--- src/rtl/alu_op_fsm_if.sv ---
// rtl/alu_op_fsm_if.sv - register-bank and ALU bus between alu_op_fsm and its datapath
interface alu_op_fsm_if #(
  parameter int WIDTH = 32,
  parameter int SW    = 3
);
  logic [SW-1:0]    reg_sel;
  logic [WIDTH-1:0] reg_data_in;
  logic             reg_mode;
  logic [WIDTH-1:0] reg_data_out;
  logic [WIDTH-1:0] alu_x;
  logic [WIDTH-1:0] alu_y;
  logic [1:0]       alu_s;
  logic [WIDTH-1:0] alu_out;

  modport master (
    output reg_sel, reg_data_in, reg_mode, alu_x, alu_y, alu_s,
    input  reg_data_out, alu_out
  );

  modport slave (
    input  reg_sel, reg_data_in, reg_mode, alu_x, alu_y, alu_s,
    output reg_data_out, alu_out
  );
endinterface

--- src/rtl/alu_op_fsm.sv ---
// rtl/alu_op_fsm.sv - sequences one UM arithmetic instruction: read B, read C, run ALU, write A
module alu_op_fsm #(
  parameter int WIDTH       = 32,
  parameter int NREGS       = 8,
  parameter int ALU_LATENCY = 1,
  parameter int SW          = (NREGS > 1) ? $clog2(NREGS) : 1
) (
  input  logic          clk,
  input  logic          reset,
  input  logic          start,
  input  logic [3:0]    opcode,
  input  logic [SW-1:0] regA,
  input  logic [SW-1:0] regB,
  input  logic [SW-1:0] regC,
  output logic          busy,
  output logic          finished,
  output logic          div_zero,
  output logic          illegal_op,
  alu_op_fsm_if.master  bus
);

  typedef enum logic [2:0] {IDLE, RD_B, RD_C, EXEC, WR_A, DONE} state_t;

  localparam logic [3:0] LAT = 4'(ALU_LATENCY);
  localparam logic [1:0] OP_DIV = 2'b10;

  state_t state, state_next;

  logic [SW-1:0]    a_q, b_q, c_q;
  logic [1:0]       op_q;
  logic [WIDTH-1:0] x_q, y_q, res_q;
  logic [WIDTH-1:0] alu_x_q, alu_y_q;
  logic [1:0]       alu_s_q;
  logic [3:0]       cnt_q;
  logic             div_zero_q, illegal_q;

  logic             opcode_legal;
  logic             y_is_zero;
  logic [SW-1:0]    reg_sel_c;
  logic [WIDTH-1:0] reg_data_in_c;
  logic             reg_mode_c;

  assign opcode_legal = (opcode >= 4'd3) && (opcode <= 4'd6);
  assign y_is_zero    = (bus.reg_data_out == '0);

  always_ff @(posedge clk) begin
    if (reset) state <= IDLE;
    else       state <= state_next;
  end

  always_comb begin
    state_next    = state;
    busy          = 1'b1;
    finished      = 1'b0;
    reg_sel_c     = '0;
    reg_data_in_c = '0;
    reg_mode_c    = 1'b0;
    case (state)
      IDLE: begin
        busy = 1'b0;
        if (start) state_next = opcode_legal ? RD_B : DONE;
      end
      RD_B: begin
        reg_sel_c  = b_q;
        state_next = RD_C;
      end
      RD_C: begin
        reg_sel_c  = c_q;
        state_next = (op_q == OP_DIV && y_is_zero) ? DONE : EXEC;
      end
      EXEC: begin
        if (cnt_q <= 4'd1) state_next = WR_A;
      end
      WR_A: begin
        reg_sel_c     = a_q;
        reg_data_in_c = res_q;
        reg_mode_c    = 1'b1;
        state_next    = DONE;
      end
      DONE: begin
        finished   = 1'b1;
        state_next = IDLE;
      end
      default: state_next = IDLE;
    endcase
  end

  // ALU operand registers load only on entry to EXEC so they hold between instructions.
  always_ff @(posedge clk) begin
    if (reset) begin
      a_q        <= '0;
      b_q        <= '0;
      c_q        <= '0;
      op_q       <= '0;
      x_q        <= '0;
      y_q        <= '0;
      res_q      <= '0;
      alu_x_q    <= '0;
      alu_y_q    <= '0;
      alu_s_q    <= '0;
      cnt_q      <= '0;
      div_zero_q <= 1'b0;
      illegal_q  <= 1'b0;
    end else begin
      case (state)
        IDLE: begin
          if (start) begin
            div_zero_q <= 1'b0;
            illegal_q  <= ~opcode_legal;
            if (opcode_legal) begin
              a_q  <= regA;
              b_q  <= regB;
              c_q  <= regC;
              op_q <= opcode[1:0] + 2'd1;
            end
          end
        end
        RD_B: x_q <= bus.reg_data_out;
        RD_C: begin
          y_q <= bus.reg_data_out;
          if (op_q == OP_DIV && y_is_zero) begin
            div_zero_q <= 1'b1;
          end else begin
            cnt_q   <= LAT;
            alu_x_q <= x_q;
            alu_y_q <= bus.reg_data_out;
            alu_s_q <= op_q;
          end
        end
        EXEC: begin
          cnt_q <= cnt_q - 4'd1;
          if (cnt_q <= 4'd1) res_q <= bus.alu_out;
        end
        default: ;
      endcase
    end
  end

  assign div_zero        = div_zero_q;
  assign illegal_op      = illegal_q;
  assign bus.reg_sel     = reg_sel_c;
  assign bus.reg_data_in = reg_data_in_c;
  assign bus.reg_mode    = reg_mode_c;
  assign bus.alu_x       = alu_x_q;
  assign bus.alu_y       = alu_y_q;
  assign bus.alu_s       = alu_s_q;

endmodule

--- src/flat_wrapper.sv ---
// flat-port wrapper written by rule: the top's interface ports become plain ports
module alu_op_fsm_flat 
#(
  parameter int WIDTH       = 32,
  parameter int NREGS       = 8,
  parameter int ALU_LATENCY = 1,
  parameter int SW          = (NREGS > 1) ? $clog2(NREGS) : 1
)
  (clk, reset, start, opcode, regA, regB, regC, busy, finished, div_zero, illegal_op, bus_reg_sel, bus_reg_data_in, bus_reg_mode, bus_alu_x, bus_alu_y, bus_alu_s, bus_reg_data_out, bus_alu_out);
  alu_op_fsm_if #(.WIDTH(WIDTH), .SW(SW)) bus_i ();
  input  logic clk;
  input  logic reset;
  input  logic start;
  input  logic [3:0] opcode;
  input  logic [SW-1:0] regA;
  input  logic [SW-1:0] regB;
  input  logic [SW-1:0] regC;
  output logic busy;
  output logic finished;
  output logic div_zero;
  output logic illegal_op;
  output wire logic [$bits(bus_i.reg_sel)-1:0] bus_reg_sel;
  output wire logic [$bits(bus_i.reg_data_in)-1:0] bus_reg_data_in;
  output wire logic [$bits(bus_i.reg_mode)-1:0] bus_reg_mode;
  output wire logic [$bits(bus_i.alu_x)-1:0] bus_alu_x;
  output wire logic [$bits(bus_i.alu_y)-1:0] bus_alu_y;
  output wire logic [$bits(bus_i.alu_s)-1:0] bus_alu_s;
  input wire logic [$bits(bus_i.reg_data_out)-1:0] bus_reg_data_out;
  input wire logic [$bits(bus_i.alu_out)-1:0] bus_alu_out;
  assign bus_reg_sel = bus_i.reg_sel;
  assign bus_reg_data_in = bus_i.reg_data_in;
  assign bus_reg_mode = bus_i.reg_mode;
  assign bus_alu_x = bus_i.alu_x;
  assign bus_alu_y = bus_i.alu_y;
  assign bus_alu_s = bus_i.alu_s;
  assign bus_i.reg_data_out = bus_reg_data_out;
  assign bus_i.alu_out = bus_alu_out;
  alu_op_fsm #(.WIDTH(WIDTH), .NREGS(NREGS), .ALU_LATENCY(ALU_LATENCY), .SW(SW)) u_core (.clk(clk), .reset(reset), .start(start), .opcode(opcode), .regA(regA), .regB(regB), .regC(regC), .busy(busy), .finished(finished), .div_zero(div_zero), .illegal_op(illegal_op), .bus(bus_i));
endmodule
--- config.mk ---
export PLATFORM = sky130hd
export DESIGN_NAME = alu_op_fsm_flat
export DESIGN_NICKNAME = d
export VERILOG_FILES = /design/src/rtl/alu_op_fsm_if.sv /design/src/rtl/alu_op_fsm.sv /design/src/flat_wrapper.sv
export SDC_FILE = /design/constraint.sdc
export NUM_CORES = 1
export LEC_CHECK = 0
export CAP_MARGIN = 20
export CORE_ASPECT_RATIO = 1.2
export CORE_MARGIN = 2
export CORE_UTILIZATION = 25
export CTS_CLUSTER_SIZE = 14
export DETAILED_ROUTE_END_ITERATION = 7
export GPL_TIMING_DRIVEN = 0
export PLACE_DENSITY = 0.5
export SKIP_LAST_GASP = 1
export SYNTH_ARGS = -nofsm -noshare
export SYNTH_HDL_FRONTEND = slang
export SYNTH_SLANG_ARGS = --single-unit
--- constraint.sdc ---
create_clock -name clk -period 2.89 [get_ports clk]
set_input_delay 0.578 -clock clk [delete_from_list [all_inputs] [get_ports clk]]
set_output_delay 0.578 -clock clk [all_outputs]
set_load 0.02 [all_outputs]
# == Word level (Yosys, flattened, before mapping) ==
# Cells that the tools add are included.
# totals
regBits,150
input_bits,80
# op_classes
n_addsub,2
magnitude_cmp,3
n_eq_ne,10
n_mux,15
bitwise,2
reduce_logical,13
# ops
cell,count
zero test 32 bit,1
2-to-1 mux 32 bit,1
case mux 3 bit (5 select lines),1
2-to-1 mux 3 bit,4
AND reduction 2 bit,5
case mux 3 bit (3 select lines),1
case mux 4 bit (2 select lines),1
"equality test 3 x 2 -> 1 bit, second input constant",2
"equality test 3 bit, second input constant",2
AND reduction 3 bit,2
2-to-1 mux 1 bit,5
">= comparator 4 x 2 -> 1 bit, second input constant",1
"less-or-equal comparator 4 x 1 -> 1 bit, second input constant",1
"less-or-equal comparator 4 x 3 -> 1 bit, second input constant",1
2-to-1 mux 4 bit,1
"inequality test 2 x 1 -> 1 bit, second input constant",2
"inequality test 2 bit, second input constant",2
nonzero test 2 bit,2
"subtractor 4 x 1 -> 4 bit, second input constant",1
"equality test 3 x 1 -> 1 bit, second input constant",1
zero test 3 bit,1
"adder 2 x 1 -> 2 bit, second input constant",1
"equality test 2 bit, second input constant",1
logical AND 1 bit,2
2 further kinds,3

# == Logic depth before layout (Yosys ltp) ==
# Gate-level depths: netlist of the first run.
# depth
word_depth,5
depth_mapped,8
mapped_depth_nobuf,6

# == Least setup slack after synthesis of the first run ==
# OpenSTA, ideal clock, no wires.
# synth_path
path_kind,input to register
start,input port bus_reg_data_out[18]
end,register u_core.alu_s_q[1] (netlist: u_core.bus.alu_s[1])
setup_ns,0.125
t_arrival_ns,2.123
t_required_ns,2.765
slack_ns,0.643
stages,7
n_path_buf,3
cell_sequence,or4_1 or3_1 buf_2 buf_6 buf_6 a22oi_2 nand3_1
# synth_between
elab_chain_cells,4
# synth_rtl
item,line,text
start: declaration,flat_wrapper.sv:28,input wire logic [$bits(bus_i.reg_data_out)-1:0] bus_reg_data_out;
zero test 32 bit,alu_op_fsm.sv:44,assign y_is_zero = (bus.reg_data_out == '0);
logical AND 1 bit,alu_op_fsm.sv:121,if (op_q == OP_DIV && y_is_zero) begin
inverter 1 bit (no source line),-,
AND reduction 2 bit (no source line),-,
end signal: assignment,alu_op_fsm.sv:127,alu_s_q <= op_q;
end: declaration,alu_op_fsm.sv:33,logic [1:0] alu_s_q;
# Every way passes these cells.
# A chain may end at the register's enable or synchronous reset.

# == Worst setup path in the final report of the first run ==
# layout_path
start,input port bus_reg_data_out[15]
end,register u_core.alu_s_q[1] (netlist: u_core.bus.alu_s[1])
# The elaborated chain is that of the path after synthesis.

==> results summary, run 1 <==
Relative to the synthesized area, the layout overhead comes to 39.81%. The worst setup path is launched from a primary input. Entering global routing, the biggest net connects 17 pins.

The initial antenna violation count is 2. The first routing iteration left 384 violations. Summed over all cells, the static leakage comes to 3.987 nW. The count of final hold-check violations came out at 0. The transition at the pin with the smallest max-transition slack came out at 783.6 ps.

The run finished with clean final reports. The number of enable-type register cells in the synthesized netlist is 0. The wire length of the first global-routing pass came out at 41700 µm. The clock reaches the later pin of the worst-skew pair after 430 ps. The maximum clock path buffer count is 2.

The final cell count without fillers came out at 1513. The synthesized netlist net count came out at 991. The post-synthesis sequential element count is 150. The final wirelength came out at 26760 µm.

The number of standard cells after synthesis came out at 907. The shortest period the worst path allows came out at 2822 ps. For this run, the top clock speed supported by timing is 0.3543 GHz. In the final routed layout, each cell accounts on average for 17.68 µm. The count of pins on the block boundary is 186. The region available for standard cell placement spans 29530 µm². The starting density of the core came out at 25.32%. The total negative slack for setup checks came out at 0 ps. The total of warnings raised by yosys is 0. The biggest area contributor in the post-synthesis netlist is sky130_fd_sc_hd__dfxtp_1.

Dividing the final minimum period by the clock period gives 97.65%. The die extent in y came out at 193.5 µm. The number of nets with antenna violations after detailed routing came out at 0.

The worst-case setup margin in the final layout came out at 67.83 ps. The final weighted congestion of routability-driven global placement came out at 0.7721. The tightest min-delay check is of the reg -> reg type. The combinational cell fraction of total power is 15.4%.

The via count of the first global-routing pass came to 7561. The setup path with the least slack is of type in -> reg. The headroom to the max-slew limit is 47.32%.

The share of the yosys chip area belonging to registers came out at 40.16%. The switching power share of the total came out at 27.95%. The total setup buffers inserted after CTS came out at 0. The number of remaining DRC errors came out at 0. The clock network fraction of total power is 42.6%.

The number of cell rows came out at 69. The fraction of power consumed by sequential logic is 42.0%. The netlist area before placement is 7477 µm².

Dividing total power by cell area gives a power density of 509.8 nW/µm². The clock-pin slew on the worst setup and hold paths came out at 60 ps. The final setup violation count is 0. Along the worst path, the maximum fanout reaches 10. The hold buffer count at cts came out at 0. The number of pins exceeding their max-slew limit in the final report came out at 0.

CTS placed an instance of sky130_fd_sc_hd__clkbuf_16 at the clock tree root. The final setup skew came out at 11.36 ps. The clock tree from TritonCTS is built.

Setup repair after global routing could not meet its margin everywhere. CTS saw 150 sinks. The CTS H-tree depth is 4. The post-synthesis cell type count is 44. The total number of vias is 7501. Data on the critical path is required at its endpoint by 3240 ps.

The total congestion overflow after global routing is 0. Of the cells placed in the final design, the portion with a size suffix greater than 1 is 10.79%. The overall die width is 161.9 µm.

After synthesis, the cell types taking the most area are sky130_fd_sc_hd__dfxtp_1, sky130_fd_sc_hd__nand2_1, sky130_fd_sc_hd__and3_1. Each instance of the synthesized netlist takes up on average 8.244 µm². The count of input and output buffers came out at 184. The number of max-cap violations is 0. Including well taps, the total number of placed cells is 1481. The net total in the final layout is 1193. The TritonCTS buffer count came out at 17. Before CTS, the worst setup slack after placement is -292.8 ps. STA puts the critical path data arrival time at 3180 ps. The utilization of the core after routing is 35.41%. The predominant post-synthesis flop cell is sky130_fd_sc_hd__dfxtp_1.

The internal power of the cells came out at 3.840 mW. In this run the biggest area consumer among cell types represents 40.16% of the synthesized area. The proportion of synthesized flip-flops having asynchronous set or reset is 0%. The total iterations of the first detailed-routing run came out at 5. The overall track demand over capacity in global routing is 16.65%. The maximum resistive drop on vdd is 346.9 µV. The die area came out at 31310 µm².

Detailed placement ended at an HPWL of 19830 µm. The analysis attributes to net switching a power of 1.490 mW. The number of vias per cell came out at 4.958. The endpoint class of the critical path is a flop.
## routing by layer
metal	part of all wire, %	wire [µm]	up-vias	GRT usage, %
met5	0	0	-	0
met1	43	11430	3572	20.21
met4	2.2	590	0	4.720
met2	48	12770	233	28.27
met3	7.4	1968	34	5.146
li1	-	-	3662	-
## worst paths after layout
kind / from / endpoint / slack [ps] / depth (start not counted)
worst max-delay path: bus_reg_data_out[15] / u_core.bus.alu_s[1]$_SDFFE_PP0P_ / 70 / 6
worst min-delay path: u_core.res_q[21]$_SDFFE_PP0P_ / u_core.res_q[21]$_SDFFE_PP0P_ / 450 / 2
worst max register to register: u_core.state[2]$_SDFFE_PP0P_ / u_core.bus.alu_s[1]$_SDFFE_PP0P_ / 470 / 6
worst min register to register: u_core.res_q[21]$_SDFFE_PP0P_ / u_core.res_q[21]$_SDFFE_PP0P_ / 450 / 2
## logic make-up (layout without fill, tap and decap cells)
| family | count (synthesis) | in the layout | share of synthesized area, % |
|---|---|---|---|
| flip-flops | 150 | 150 | 40.16 |
| other | 0 | 2 | 0 |
| adder cells (fa/ha/maj) | 4 | 4 | 0.6694 |
| multiplexers | 9 | 9 | 1.205 |
| XOR/XNOR | 2 | 2 | 0.2343 |
| AO/OA/AOI/OAI | 185 | 185 | 18.34 |
| AND/OR/NAND/NOR | 454 | 454 | 33.37 |
| buffers and inverters | 103 | 317 | 6.024 |
## what timing repair did
action                                  in CTS  in global routing
pin swaps                                    0                  2
gates cloned                                 0                  0
gates resized for setup                     10                 21
endpoints found under the setup margin      37                 51
## through the flow
stage / hold WS (ps) / power, mW / cell area [µm²]
3_5_place_dp: 441.8 / 3.102 / 9807
4_1_cts: 450.6 / 5.380 / 10400
2_1_floorplan: 431.9 / 2.702 / 7477
3_3_place_gp: 437.6 / 3.101 / 9807
6_report: 449.6 / 5.330 / 10450
5_1_grt: 463.7 / 5.542 / 10450
## cell type report
class | instances | area, µm²
clock inverter | 11 | 123.9
sequential | 150 | 3003
tap | 390 | 488.0
buffer | 95 | 431.7
timing repair buffer | 184 | 1873
multi-input combinational | 654 | 4036
fill | 3159 | 19070
antenna | 2 | 5.005
inverter | 7 | 26.28
clock buffer | 20 | 466.7
## worst max-delay path, cell delays in order
cell and delay (ps):
sky130_fd_sc_hd__clkdlybuf4s50_1 560, sky130_fd_sc_hd__or4_4 610, sky130_fd_sc_hd__nor3_2 670, sky130_fd_sc_hd__clkbuf_1 460, sky130_fd_sc_hd__nand4_1 160, sky130_fd_sc_hd__nand3_1 130
## power by group through the flow
stage	registers (mW)	clock network, mW	logic, mW
after detailed placement	2.28	0	0.820
after global placement	2.28	0	0.820
after floorplan	2.31	0	0.390
final	2.24	2.27	0.820
after CTS	2.24	2.32	0.823
after global routing	2.25	2.39	0.896
## synthesized netlist by cell type, drive strengths merged (2+ instances only)
library cell  count
clkbuf           76
nor4b             2
dfxtp           150
and3b             2
buf              20
or4               4
o31ai             2
a21oi            70
ha                4
o21ai            36
nand3            35
nor2             54
nor2b            34
mux2i             9
nand2           167
a311o            33
nor4             40
nor3              4
a31oi             2
a22oi            36
and3             68
inv               7
nand4            35
a211oi            4
or3               4
## flip-flops by register name, indices dropped and copies added, names as in the netlist, 2 cells and up
signal            count
u_core.c_q            3
u_core.op_q           2
u_core.bus.alu_x     32
u_core.a_q            3
u_core.cnt_q          4
u_core.bus.alu_s      2
u_core.state          3
u_core.x_q           32
u_core.b_q            3
u_core.bus.alu_y     32
u_core.res_q         32
## cells in the final DEF (no fill, tap or decap), types with 30 or more instances in the layout
| master | netlist | layout |
|---|---|---|
| sky130_fd_sc_hd__clkdlybuf4s50_1 | 0 | 167 |
| sky130_fd_sc_hd__nand3_1 | 35 | 35 |
| sky130_fd_sc_hd__a311o_1 | 33 | 33 |
| sky130_fd_sc_hd__nor2_1 | 54 | 53 |
| sky130_fd_sc_hd__nand2_1 | 167 | 167 |
| sky130_fd_sc_hd__a21oi_1 | 70 | 70 |
| sky130_fd_sc_hd__and3_1 | 68 | 68 |
| sky130_fd_sc_hd__nor4_2 | 33 | 33 |
| sky130_fd_sc_hd__nand4_1 | 35 | 35 |
| sky130_fd_sc_hd__o21ai_0 | 36 | 36 |
| sky130_fd_sc_hd__dfxtp_1 | 150 | 150 |
| sky130_fd_sc_hd__nor2b_1 | 34 | 34 |
| sky130_fd_sc_hd__a22oi_2 | 30 | 30 |
| sky130_fd_sc_hd__clkbuf_1 | 76 | 69 |
Note: power is estimated with default switching activity, not from simulation.
==> run 2: changes to the inputs <==
--- a/config.mk
+++ b/config.mk
@@ -5,7 +5,7 @@
 export SDC_FILE = /design/constraint.sdc
 export NUM_CORES = 1
 export LEC_CHECK = 0
-export CAP_MARGIN = 20
+export CAP_MARGIN = 10
 export CORE_ASPECT_RATIO = 1.2
 export CORE_MARGIN = 2
 export CORE_UTILIZATION = 25
==> results of run 2 <==
Same layout as run 1: the final DEF is identical, and so are final timing and power.
==> run 3: changes to the inputs <==
--- a/config.mk
+++ b/config.mk
@@ -17,3 +17,4 @@
 export SYNTH_ARGS = -nofsm -noshare
 export SYNTH_HDL_FRONTEND = slang
 export SYNTH_SLANG_ARGS = --single-unit
+export TNS_END_PERCENT = 5
==> run 3 against run 2 <==
  * The flow now finishes with violations (negative setup slack)
  * Via count shrank 0.72%
  * Die area is the same
  * Non-clock buffer count is the same
  * Critical path depth shrank 1
  * Combinational power shrank 0.5%
  * Register-to-register slack is essentially flat
  * Largest power group unchanged
==> results summary, run 3 (synthesis gave the netlist of run 1 again) <==
The wire length of the first global-routing pass was 41710 µm (was 41700 µm). The internal power of the cells is 3.838 mW (was 3.840 mW). The via count of the first global-routing pass came out at 7563 (was 7561). The clock insertion delay at the later pin of the skew report came out at 420 ps (was 430 ps). The fraction of power consumed by sequential logic came out at 42.1% (was 42.0%). The total power after layout was 5.319 mW (was 5.330 mW). The number of remaining DRC errors was 0 (unchanged). The initial antenna violation count came out at 2 (unchanged). The total number of cells along the worst setup path is 5 (was 6). The final design area excluding fillers is 10420 µm² (was 10450 µm²). The count of input and output buffers came out at 184 (unchanged).

The number of cell rows came out at 69 (unchanged). The worst hold slack is 449.8 ps (was 449.6 ps). The transition at the pin with the smallest max-transition slack was 795.7 ps (was 783.6 ps). The final cell count without fillers came to 1513 (unchanged). The cell type of the slowest stage on the worst timing path is sky130_fd_sc_hd__clkdlybuf4s50_1 (was sky130_fd_sc_hd__nor3_2). The critical register-to-register path startpoint is u_core.state[2]$_SDFFE_PP0P_ (unchanged).

The maximum resistive drop on vdd is 341.7 µV (was 346.9 µV). The maximum clock path buffer count is 2 (unchanged). The overall die width was 161.9 µm (unchanged). The headroom to the max-slew limit is 46.96% (was 47.32%).

The type of the most critical hold path is reg -> reg (unchanged). The total number of clock tree sinks is 150 (unchanged). The overall track demand over capacity in global routing is 16.66% (was 16.65%). The worst-case register-to-register setup slack came out at 460 ps (was 470 ps). The number of vias per cell is 4.922 (was 4.958). The clock network fraction of total power came out at 42.6% (about the same). The area growth from synthesis to layout is 39.32% (was 39.81%). The achievable frequency is 0.3408 GHz (was 0.3543 GHz). The final reports fail on negative setup slack. The combinational cell fraction of total power is 15.3% (was 15.4%). Cell breakdown of the critical path: clkbuf_2 > nor2_2 > clkbuf_2 > and3_1 > clkdlybuf4s50_1 (was clkdlybuf4s50_1 > or4_4 > nor3_2 > clkbuf_1 > nand4_1 > nand3_1). The count of cells along the worst register-to-register path is 6 (unchanged). Status: complete, but fails checks (was finished, final reports clean). RSZ-0062 raised after global routing: yes (unchanged). The power density normalized to cell area is 510.6 nW/µm² (was 509.8 nW/µm²). The core region area is 29530 µm² (unchanged). The net total in the final layout is 1193 (unchanged). The number of buffers and inverters on the critical path came to 3 (was 2).

The starting density of the core came out at 25.32% (unchanged). The detailed-route wire length per cell is 17.65 µm (was 17.68 µm). The total number of vias is 7447 (was 7501). The origin of the worst setup path is u_core.state[0]$_SDFFE_PP0P_ (was bus_reg_data_out[15]).

The die extent in y came to 193.5 µm (unchanged). The total leakage power is 3.739 nW (was 3.987 nW). The cell that appears most often on the critical path is sky130_fd_sc_hd__clkbuf_2. The total setup buffers inserted after CTS is 0 (unchanged). The total negative slack for setup checks is -315.8 ps (was 0 ps). The data required time of the critical path came out at 2310 ps (was 3240 ps). The cell type group with the largest total delay on the critical path is buffers and inverters (was simple AND/OR/NAND/NOR gates). The count of placed standard cells including taps came out at 1481 (unchanged).

The library cell used most frequently in the layout, excluding fill and tap cells, is sky130_fd_sc_hd__clkdlybuf4s50_1. The count of final hold-check violations is 0 (unchanged). The utilization of the core after routing came out at 35.28% (was 35.41%). The placement-stage cell area is 9807 µm² (unchanged). The count of pins on the block boundary is 186 (unchanged). The endpoint class of the critical path is a primary output (was flop). The die area is 31310 µm² (unchanged). The switching power came to 1.481 mW (was 1.490 mW). The critical path launch point type is a flop (was primary input). The switching power share of the total came to 27.85% (was 27.95%). The highest net fanout along the worst path came out at 10 (unchanged). The clock root buffer was sky130_fd_sc_hd__clkbuf_16 (unchanged).

The detailed placer's ending HPWL is 19830 µm (unchanged). The worst-case setup margin in the final layout came out at -44.55 ps (was 67.83 ps). The number of pins exceeding their max-slew limit in the final report came out at 0 (unchanged). The number of nets with antenna violations after detailed routing is 0 (unchanged). The total congestion overflow after global routing is 0 (unchanged).

The CTS H-tree depth came out at 4 (unchanged). The total iterations of the first detailed-routing run came out at 5 (unchanged). The type of the worst setup path is reg -> out (was in -> reg).

The fraction of layout instances using a drive strength above 1 came out at 10.62% (was 10.79%). The violation count after the first detailed-route iteration was 392 (was 384). The final weighted congestion of routability-driven global placement is 0.7721 (unchanged). The share of the clock period used by the worst path after layout came to 101.5% (was 97.65%). The endpoint of the lowest-slack register-to-register path was u_core.bus.alu_s[1]$_SDFFE_PP0P_ (unchanged).

The post-placement worst setup slack came out at -292.8 ps (unchanged). The clock tree from TritonCTS is built (unchanged). The number of max-cap violations was 0 (unchanged).

The shortest period the worst path allows is 2935 ps (was 2822 ps). Commonest non-fill, non-tap cells in the layout: sky130_fd_sc_hd__clkdlybuf4s50_1, sky130_fd_sc_hd__nand2_1, sky130_fd_sc_hd__dfxtp_1 (was sky130_fd_sc_hd__nand2_1, sky130_fd_sc_hd__clkdlybuf4s50_1, sky130_fd_sc_hd__dfxtp_1). The final wirelength is 26710 µm (was 26760 µm).

The arrival time of data at the critical path endpoint is 2360 ps (was 3180 ps). The clock-pin slew on the worst setup and hold paths is 70 ps (was 60 ps). The TritonCTS buffer count was 17 (unchanged).

The pin count of the biggest net entering global routing is 17 (unchanged). The biggest cell delay along the critical path is 640 ps (was 670 ps). The final setup skew came to 12.27 ps (was 11.36 ps).

The final setup violation count is 18 (was 0). The critical path endpoint is bus_reg_data_in[24] (was u_core.bus.alu_s[1]$_SDFFE_PP0P_). The number of fillers in the final layout is 3163 (was 3159).
## run 3: cell types whose count changed in the layout (fill, tap and decap cells not counted), sizes merged
cell           delta
dlygate4sd2       -3
dlymetal6s2s     -12
clkdlybuf4s50    +15
## run 3: how the worst min path moves through the flow
stage                                  start  slack, ps                             to  depth (start not counted)
6_report       u_core.res_q[25]$_SDFFE_PP0P_        450  u_core.res_q[25]$_SDFFE_PP0P_                          2
5_1_grt           u_core.x_q[3]$_SDFFE_PP0N_        460     u_core.x_q[3]$_SDFFE_PP0N_                          2
4_1_cts        u_core.res_q[21]$_SDFFE_PP0P_        450  u_core.res_q[21]$_SDFFE_PP0P_                          2
3_5_place_dp   u_core.res_q[21]$_SDFFE_PP0P_        440  u_core.res_q[21]$_SDFFE_PP0P_                          2
3_3_place_gp   u_core.res_q[21]$_SDFFE_PP0P_        440  u_core.res_q[21]$_SDFFE_PP0P_                          2
2_1_floorplan  u_core.res_q[21]$_SDFFE_PP0P_        430  u_core.res_q[21]$_SDFFE_PP0P_                          2
## run 3: layout make-up
| cell class | instances | area, µm² | share of cell area, % |
|---|---|---|---|
| flip-flops and latches | 150 | 3003 | 28.83 |
| multi-input cells | 654 | 4031 | 38.70 |
| well taps | 390 | 488.0 | 4.684 |
| diodes | 2 | 5.005 | 0.04804 |
| repair buffers | 184 | 1847 | 17.73 |
| plain buffers | 95 | 426.7 | 4.096 |
| clock buffers | 20 | 466.7 | 4.480 |
| inverters | 7 | 26.28 | 0.2522 |
| clock inverters | 11 | 123.9 | 1.189 |
## run 3: tightest hold or removal path, cell delays in order, from the launching register on
cell	delay, ps
sky130_fd_sc_hd__dfxtp_1	310
sky130_fd_sc_hd__nand2_1	50
sky130_fd_sc_hd__a21oi_1	50
## run 3: metal layers
layer | track usage (%) | vias up | wire [µm]
li1 | - | 3658 | -
met1 | 20.22 | 3527 | 11350
met2 | 28.27 | 234 | 12910
met3 | 5.146 | 28 | 1948
met4 | 4.720 | 0 | 493
met5 | 0 | - | 0
## run 3: what timing repair did
item / CTS / global route
setup endpoints to repair: 37 / 54
hold buffers: 0 / 0
resized for setup: 7 / 2
## run 3: power by group through the flow
stage          clock, mW  sequential [mW]  combinational, mW
4_1_cts             2.32             2.24              0.824
3_5_place_dp           0             2.28              0.820
3_3_place_gp           0             2.28              0.820
5_1_grt             2.39             2.25              0.893
6_report            2.26             2.24              0.816
2_1_floorplan          0             2.31              0.390
